$ cat config.mk
export PLATFORM = sky130hd
export DESIGN_NAME = operand_feeder_flat
export DESIGN_NICKNAME = d
export VERILOG_FILES = /design/src/rtl/operand_feeder_if.sv /design/src/rtl/operand_feeder.sv /design/src/flat_wrapper.sv
export SDC_FILE = /design/constraint.sdc
export NUM_CORES = 1
export LEC_CHECK = 0
export ABC_CLOCK_PERIOD_IN_PS = 5840
export CAP_MARGIN = 20
export CORE_MARGIN = 10
export CORE_UTILIZATION = 38
export CTS_CLUSTER_SIZE = 16
export DETAILED_ROUTE_END_ITERATION = 10
export HOLD_SLACK_MARGIN = 0.05
export PLACE_DENSITY = 0.63
export REMOVE_ABC_BUFFERS = 1
export SETUP_SLACK_MARGIN = 0.02
export SLEW_MARGIN = 15
export SYNTH_ARGS = -nofsm -noshare
export SYNTH_HDL_FRONTEND = slang
export SYNTH_SLANG_ARGS = --single-unit
$ cat constraint.sdc
create_clock -name clk -period 5.84 [get_ports clk]
set_clock_uncertainty 0.2 [all_clocks]
set_input_delay 1.168 -clock clk [delete_from_list [all_inputs] [get_ports clk]]
set_output_delay 1.168 -clock clk [all_outputs]
set_load 0.03 [all_outputs]
$ cat src/rtl/operand_feeder_if.sv
// Operand feeder bus: array-controller strobes, lane write ports and lane outputs.
interface operand_feeder_if #(
  parameter int unsigned N  = 2,
  parameter int unsigned M  = 2,
  parameter int unsigned DW = 8
);
  localparam int unsigned ALW = (N > 1) ? $clog2(N) : 1;
  localparam int unsigned BLW = (M > 1) ? $clog2(M) : 1;

  logic [N-1:0]    A_start_en;
  logic [M-1:0]    B_start_en;
  logic            load;
  logic            a_wr_en;
  logic [ALW-1:0]  a_wr_lane;
  logic [DW-1:0]   a_wr_data;
  logic            b_wr_en;
  logic [BLW-1:0]  b_wr_lane;
  logic [DW-1:0]   b_wr_data;
  logic [N*DW-1:0] a_out;
  logic [N-1:0]    a_valid;
  logic [M*DW-1:0] b_out;
  logic [M-1:0]    b_valid;
  logic            finished;
  logic            overflow;

  // Controller / producer side
  modport master (
    output A_start_en, B_start_en, load,
    output a_wr_en, a_wr_lane, a_wr_data,
    output b_wr_en, b_wr_lane, b_wr_data,
    input  a_out, a_valid, b_out, b_valid, finished, overflow
  );

  // Feeder side
  modport slave (
    input  A_start_en, B_start_en, load,
    input  a_wr_en, a_wr_lane, a_wr_data,
    input  b_wr_en, b_wr_lane, b_wr_data,
    output a_out, a_valid, b_out, b_valid, finished, overflow
  );
endinterface

$ cat src/rtl/operand_feeder.sv
// Operand feeder: per-lane FIFOs for the A rows and B columns of a systolic array.
// On each load strobe, enabled non-empty lanes pop one operand, shown registered the
// following cycle; disabled or empty lanes emit zero padding.
module operand_feeder #(
  parameter int unsigned N  = 2,
  parameter int unsigned M  = 2,
  parameter int unsigned DW = 8,
  parameter int unsigned K  = 4
) (
  input  logic              clk,
  input  logic              rst,
  operand_feeder_if.slave   bus
);
  localparam int unsigned PW = $clog2(K);
  localparam int unsigned CW = $clog2(K + 1);

  logic [N-1:0] a_pop, a_acc, a_ovf, a_empty;
  logic [M-1:0] b_pop, b_acc, b_ovf, b_empty;

  logic overflow_q, overflow_d;
  logic armed_q, armed_d;
  logic finished_q, finished_d;

  for (genvar i = 0; i < N; i++) begin : g_a_lane
    logic [DW-1:0] mem_q [K];
    logic [PW-1:0] rd_ptr_q, rd_ptr_d, wr_ptr_q, wr_ptr_d;
    logic [CW-1:0] cnt_q, cnt_d;
    logic [DW-1:0] out_q, out_d;
    logic          valid_q, valid_d;
    logic          wr_hit;

    // Out-of-range lane indices never match, so they are silently ignored
    assign wr_hit     = bus.a_wr_en && (32'(bus.a_wr_lane) == i);
    assign a_pop[i]   = bus.load && bus.A_start_en[i] && (cnt_q != '0);
    // A full lane still accepts a write when it pops in the same cycle
    assign a_acc[i]   = wr_hit && ((cnt_q != CW'(K)) || a_pop[i]);
    assign a_ovf[i]   = wr_hit && (cnt_q == CW'(K)) && !a_pop[i];
    assign a_empty[i] = (cnt_d == '0);

    // Pointer, occupancy and output next-state
    always_comb begin
      rd_ptr_d = rd_ptr_q;
      wr_ptr_d = wr_ptr_q;
      cnt_d    = cnt_q;
      out_d    = '0;
      valid_d  = 1'b0;
      if (a_pop[i]) begin
        out_d    = mem_q[rd_ptr_q];
        valid_d  = 1'b1;
        rd_ptr_d = (rd_ptr_q == PW'(K - 1)) ? '0 : rd_ptr_q + PW'(1);
      end
      if (a_acc[i]) begin
        wr_ptr_d = (wr_ptr_q == PW'(K - 1)) ? '0 : wr_ptr_q + PW'(1);
      end
      case ({a_acc[i], a_pop[i]})
        2'b10:   cnt_d = cnt_q + CW'(1);
        2'b01:   cnt_d = cnt_q - CW'(1);
        default: cnt_d = cnt_q;
      endcase
    end

    // Operand storage, not reset
    always_ff @(posedge clk) begin
      if (a_acc[i]) mem_q[wr_ptr_q] <= bus.a_wr_data;
    end

    // Lane state and registered output
    always_ff @(posedge clk or negedge rst) begin
      if (!rst) begin
        rd_ptr_q <= '0;
        wr_ptr_q <= '0;
        cnt_q    <= '0;
        out_q    <= '0;
        valid_q  <= 1'b0;
      end else begin
        rd_ptr_q <= rd_ptr_d;
        wr_ptr_q <= wr_ptr_d;
        cnt_q    <= cnt_d;
        out_q    <= out_d;
        valid_q  <= valid_d;
      end
    end

    assign bus.a_out[i*DW +: DW] = out_q;
    assign bus.a_valid[i]        = valid_q;
  end

  for (genvar j = 0; j < M; j++) begin : g_b_lane
    logic [DW-1:0] mem_q [K];
    logic [PW-1:0] rd_ptr_q, rd_ptr_d, wr_ptr_q, wr_ptr_d;
    logic [CW-1:0] cnt_q, cnt_d;
    logic [DW-1:0] out_q, out_d;
    logic          valid_q, valid_d;
    logic          wr_hit;

    assign wr_hit     = bus.b_wr_en && (32'(bus.b_wr_lane) == j);
    assign b_pop[j]   = bus.load && bus.B_start_en[j] && (cnt_q != '0);
    assign b_acc[j]   = wr_hit && ((cnt_q != CW'(K)) || b_pop[j]);
    assign b_ovf[j]   = wr_hit && (cnt_q == CW'(K)) && !b_pop[j];
    assign b_empty[j] = (cnt_d == '0);

    // Pointer, occupancy and output next-state
    always_comb begin
      rd_ptr_d = rd_ptr_q;
      wr_ptr_d = wr_ptr_q;
      cnt_d    = cnt_q;
      out_d    = '0;
      valid_d  = 1'b0;
      if (b_pop[j]) begin
        out_d    = mem_q[rd_ptr_q];
        valid_d  = 1'b1;
        rd_ptr_d = (rd_ptr_q == PW'(K - 1)) ? '0 : rd_ptr_q + PW'(1);
      end
      if (b_acc[j]) begin
        wr_ptr_d = (wr_ptr_q == PW'(K - 1)) ? '0 : wr_ptr_q + PW'(1);
      end
      case ({b_acc[j], b_pop[j]})
        2'b10:   cnt_d = cnt_q + CW'(1);
        2'b01:   cnt_d = cnt_q - CW'(1);
        default: cnt_d = cnt_q;
      endcase
    end

    // Operand storage, not reset
    always_ff @(posedge clk) begin
      if (b_acc[j]) mem_q[wr_ptr_q] <= bus.b_wr_data;
    end

    // Lane state and registered output
    always_ff @(posedge clk or negedge rst) begin
      if (!rst) begin
        rd_ptr_q <= '0;
        wr_ptr_q <= '0;
        cnt_q    <= '0;
        out_q    <= '0;
        valid_q  <= 1'b0;
      end else begin
        rd_ptr_q <= rd_ptr_d;
        wr_ptr_q <= wr_ptr_d;
        cnt_q    <= cnt_d;
        out_q    <= out_d;
        valid_q  <= valid_d;
      end
    end

    assign bus.b_out[j*DW +: DW] = out_q;
    assign bus.b_valid[j]        = valid_q;
  end

  // Sticky overflow, armed tracking and drain-complete flag
  always_comb begin
    overflow_d = overflow_q | (|a_ovf) | (|b_ovf);
    armed_d    = armed_q;
    if ((|a_acc) || (|b_acc)) begin
      armed_d = 1'b0;
    end else if ((|a_pop) || (|b_pop)) begin
      armed_d = 1'b1;
    end
    finished_d = armed_d && (&a_empty) && (&b_empty);
  end

  // Global status registers
  always_ff @(posedge clk or negedge rst) begin
    if (!rst) begin
      overflow_q <= 1'b0;
      armed_q    <= 1'b0;
      finished_q <= 1'b0;
    end else begin
      overflow_q <= overflow_d;
      armed_q    <= armed_d;
      finished_q <= finished_d;
    end
  end

  assign bus.overflow = overflow_q;
  assign bus.finished = finished_q;
endmodule

$ cat src/flat_wrapper.sv
// flat-port wrapper written by rule: the top's interface ports become plain ports
module operand_feeder_flat 
#(
  parameter int unsigned N  = 2,
  parameter int unsigned M  = 2,
  parameter int unsigned DW = 8,
  parameter int unsigned K  = 4
)
  (clk, rst, bus_A_start_en, bus_B_start_en, bus_load, bus_a_wr_en, bus_a_wr_lane, bus_a_wr_data, bus_b_wr_en, bus_b_wr_lane, bus_b_wr_data, bus_a_out, bus_a_valid, bus_b_out, bus_b_valid, bus_finished, bus_overflow);
  operand_feeder_if #(.N(N), .M(M), .DW(DW)) bus_i ();
  input  logic clk;
  input  logic rst;
  input wire logic [$bits(bus_i.A_start_en)-1:0] bus_A_start_en;
  input wire logic [$bits(bus_i.B_start_en)-1:0] bus_B_start_en;
  input wire logic [$bits(bus_i.load)-1:0] bus_load;
  input wire logic [$bits(bus_i.a_wr_en)-1:0] bus_a_wr_en;
  input wire logic [$bits(bus_i.a_wr_lane)-1:0] bus_a_wr_lane;
  input wire logic [$bits(bus_i.a_wr_data)-1:0] bus_a_wr_data;
  input wire logic [$bits(bus_i.b_wr_en)-1:0] bus_b_wr_en;
  input wire logic [$bits(bus_i.b_wr_lane)-1:0] bus_b_wr_lane;
  input wire logic [$bits(bus_i.b_wr_data)-1:0] bus_b_wr_data;
  output wire logic [$bits(bus_i.a_out)-1:0] bus_a_out;
  output wire logic [$bits(bus_i.a_valid)-1:0] bus_a_valid;
  output wire logic [$bits(bus_i.b_out)-1:0] bus_b_out;
  output wire logic [$bits(bus_i.b_valid)-1:0] bus_b_valid;
  output wire logic [$bits(bus_i.finished)-1:0] bus_finished;
  output wire logic [$bits(bus_i.overflow)-1:0] bus_overflow;
  assign bus_i.A_start_en = bus_A_start_en;
  assign bus_i.B_start_en = bus_B_start_en;
  assign bus_i.load = bus_load;
  assign bus_i.a_wr_en = bus_a_wr_en;
  assign bus_i.a_wr_lane = bus_a_wr_lane;
  assign bus_i.a_wr_data = bus_a_wr_data;
  assign bus_i.b_wr_en = bus_b_wr_en;
  assign bus_i.b_wr_lane = bus_b_wr_lane;
  assign bus_i.b_wr_data = bus_b_wr_data;
  assign bus_a_out = bus_i.a_out;
  assign bus_a_valid = bus_i.a_valid;
  assign bus_b_out = bus_i.b_out;
  assign bus_b_valid = bus_i.b_valid;
  assign bus_finished = bus_i.finished;
  assign bus_overflow = bus_i.overflow;
  operand_feeder #(.N(N), .M(M), .DW(DW), .K(K)) u_core (.clk(clk), .rst(rst), .bus(bus_i));
endmodule
==> results.py <==
metrics = {
    "sta": {
        "worstMarginPinSlew_ps": 1010,
        "fin_crit_sh": 0.698,
        "finalSetupViolations": 0,
        "maxSlewViolCount": 0,
        "timing.final.hold_violations": 0,
        "worst_slack_ps": 1760,
        "fmax_mhz": 245,
        "tns_ps": 0,
        "slew_headroom": 0.324,
        "rsz0062_at_grt": "no",
        "finalCriticalPeriod_ps": 4080,
    },
    "clock_network": {
        "post-cts-setup-buffers": 0,
        "tritoncts": "built",
        "cts_sinks": 195,
        "numCtsBuffers": 17,
        "cts_hold_buf": 0,
        "ctsResizeCount": 0,
        "clk_path_buf_depth": 2,
        "clkTransAtPathRegs_ps": 70,
        "htreeDepth": 4,
        "clock_latency_ps": 430,
        "root_buffer": "clkbuf_16",
    },
    "yosys": {
        "yosys_warnings": 0,
        "synthDistinctLibCells": 50,
        "synthTopCellsByArea": "edfxtp_1 (49%), dfrtp_1 (21%), mux4_2 (9.2%), ha_1 (3.5%), nor2b_1 (2.6%)",
        "yosysMostFrequentCell": "edfxtp_1",
        "yosysSeqAreaShare": 0.704,
        "synth-seq-cells": 195,
        "syn_area_per_cell_um2": 16.7,
        "synth_top_area_cell": "edfxtp_1",
        "synth_common_cells": "edfxtp_1 (128), dfrtp_1 (67), mux4_2 (32), nor2b_1 (32)",
        "netlist_area_mm2": 0.00785,
        "ys.flop_type": "edfxtp_1",
        "synth_edf_count": 128,
        "syn_inst": 470,
        "ys_async_sr_fraction": 0.344,
        "netlist.area_leader.share": 0.490,
    },
    "critical_path": {
        "cp_max_fo": 13,
        "rr_worst_depth": 9,
        "arrival_ps": 4240,
        "startpoint_type": "input port",
        "worst_setup_path_end_kind": "flip-flop",
        "path_common_cell": "inv_1",
        "crit_cells": 10,
        "path_buf_inv": 3,
        "crit_chain": "clkdlybuf4s50_1 > o311ai_2 > inv_1 > ha_1 > inv_1 > fa_1 > mux2i_1 > or4_1 > nor4_1 > and4b_1",
        "rrSetupSlack_ps": 2560,
        "critPathRequiredTime_ps": 6010,
        "slowest_stage": "clkdlybuf4s50_1",
        "cpLargestDelayFamily": "buffers and inverters",
        "slowest_delay_ps": 700,
        "worstSetupPathType": "in -> reg",
    },
    "pwr": {
        "ir_worst_vdd_uv": 205,
        "p_leak_nw": 3.48,
        "p_per_area_mw_per_mm2": 440,
    },
    "floorplanning": {
        "die_height_um": 164,
        "io_pins": 65,
        "core_area_mm2": 0.0203,
        "row_count": 52,
        "die_x_um": 164,
        "dieArea_mm2": 0.0268,
        "initial_core_util": 0.386,
    },
    "worst_hold_path": {
        "hold_class": "reg -> reg",
        "holdPathStages": 1,
    },
    "cells_and_area": {
        "filler_cell_count": 1759,
        "design_area_mm2": 0.00933,
        "antennaDiodeCount": 0,
        "areaGrowthSynthToFinish_pct": 18.9,
        "nets": 588,
        "drive_above_1_share": 0.135,
        "finalNonFillerCells": 818,
    },
    "placement": {
        "place.gp.congestion": 0.796,
        "port_buffers": 64,
        "dp_cells": 786,
        "place_hpwl_um": 9940,
        "place_area_mm2": 0.00873,
        "post-place-ws_ps": 1320,
    },
    "global_route": {
        "grt_use_total": 0.113,
        "grt_antenna_before_repair": 0,
        "overflow": 0,
        "grt_max_degree": 68,
        "grtUsageMet1": 0.139,
        "busiest_layer": "met2",
        "grt_pass1_wl_um": 23300,
        "grtUsageMet2": 0.189,
        "met3_usage": 0.0289,
        "grt_pass1_vias": 4257,
    },
    "detailed_routing": {
        "routed_wl_um": 14500,
        "drt_iter0_drc": 220,
        "routed-via-count": 4038,
        "first_pass_iters": 4,
        "routedWlPerCell_um": 17.7,
        "vias_per_cell": 4.94,
        "route.detailed.drc": 0,
        "antenna_left": 0,
    },
    "job": {
        "max_cap_viol_count": 0,
    },
    "outcome": {
        "status": "finished clean",
    },
}
layout by cell type, fill, tap and decap left out, types with 17 or more instances in the layout:
cell | netlist | routed
clkdlybuf4s50_1 | 0 | 63
inv_1 | 27 | 27
edfxtp_1 | 128 | 128
and2_1 | 17 | 17
dfrtp_1 | 67 | 67
mux4_2 | 32 | 32
nor2b_1 | 32 | 32
ha_1 | 22 | 22
clkbuf_16 | 0 | 17
nand2_1 | 27 | 27
worst paths after layout:
path / from / endpoint
max: bus_load / u_core.bus.finished
max reg2reg: u_core.g_b_lane[0].cnt_q[0] / u_core.bus.finished
min in group asynchronous: rst / u_core.g_a_lane[0].out_q[5]
min reg2reg: u_core.bus.overflow / u_core.bus.overflow
max in group asynchronous: rst / u_core.g_b_lane[0].out_q[4]
min: u_core.bus.overflow / u_core.bus.overflow
final cells by class:
class,count,area (um^2),share of cell area
tap,270,338,0.0362
clock buffer,18,429,0.0460
clock inverter,14,168,0.0180
sequential,195,5520,0.592
inverter,27,101,0.0109
timing repair buffer,66,653,0.0700
multi-input combinational,228,2120,0.227
metrics by stage:
| step | util | hold slack [ps] | power, mW |
|---|---|---|---|
| 6_report | 0.460 | 294 | 4.11 |
| 5_1_grt | 0.460 | 312 | 4.34 |
| 4_1_cts | 0.460 | 302 | 4.16 |
| 3_5_place_dp | 0.430 | 282 | 2.99 |
| 3_3_place_gp | 0.430 | 289 | 2.94 |
| 2_1_floorplan | - | 269 | 2.63 |
cells by family (layout without fill, tap and decap cells):
group / after synthesis / in the layout / share of synthesized area
flip-flops: 195 / 195 / 0.704
AND/OR/NAND/NOR: 118 / 118 / 0.0834
buffers and inverters: 47 / 125 / 0.0273
AO/OA/AOI/OAI: 40 / 40 / 0.0346
multiplexers: 35 / 35 / 0.0957
adder cells (fa/ha/maj): 26 / 26 / 0.0453
XOR/XNOR: 9 / 9 / 0.0100
metal layers:
layer  vias to the layer above  share of wire
li1                       1867              -
met1                      2080           0.43
met2                        76           0.52
met3                        15          0.042
met4                         0          0.012
met5                         -              0
sequential cells by signal, indices dropped and copies added (netlist names):
signal,count
u_core.g_a_lane.cnt_q,6
u_core.g_b_lane.valid_q,2
u_core.g_a_lane.mem_q,64
u_core.g_a_lane.rd_ptr_q,4
u_core.bus.finished,1
u_core.g_b_lane.mem_q,64
u_core.armed_q,1
u_core.g_b_lane.cnt_q,6
u_core.bus.overflow,1
u_core.g_b_lane.out_q,16
u_core.g_a_lane.valid_q,2
u_core.g_a_lane.out_q,16
u_core.g_a_lane.wr_ptr_q,4
u_core.g_b_lane.wr_ptr_q,4
u_core.g_b_lane.rd_ptr_q,4
power by group:
group | leakage, nW | internal, mW | switching [mW] | total, mW
Combinational | 1.17 | 0.508 | 0.482 | 0.990
Clock | 0.292 | 0.646 | 0.518 | 1.16
Sequential | 2.02 | 1.71 | 0.243 | 1.96
(Power assumes the default switching activity.)
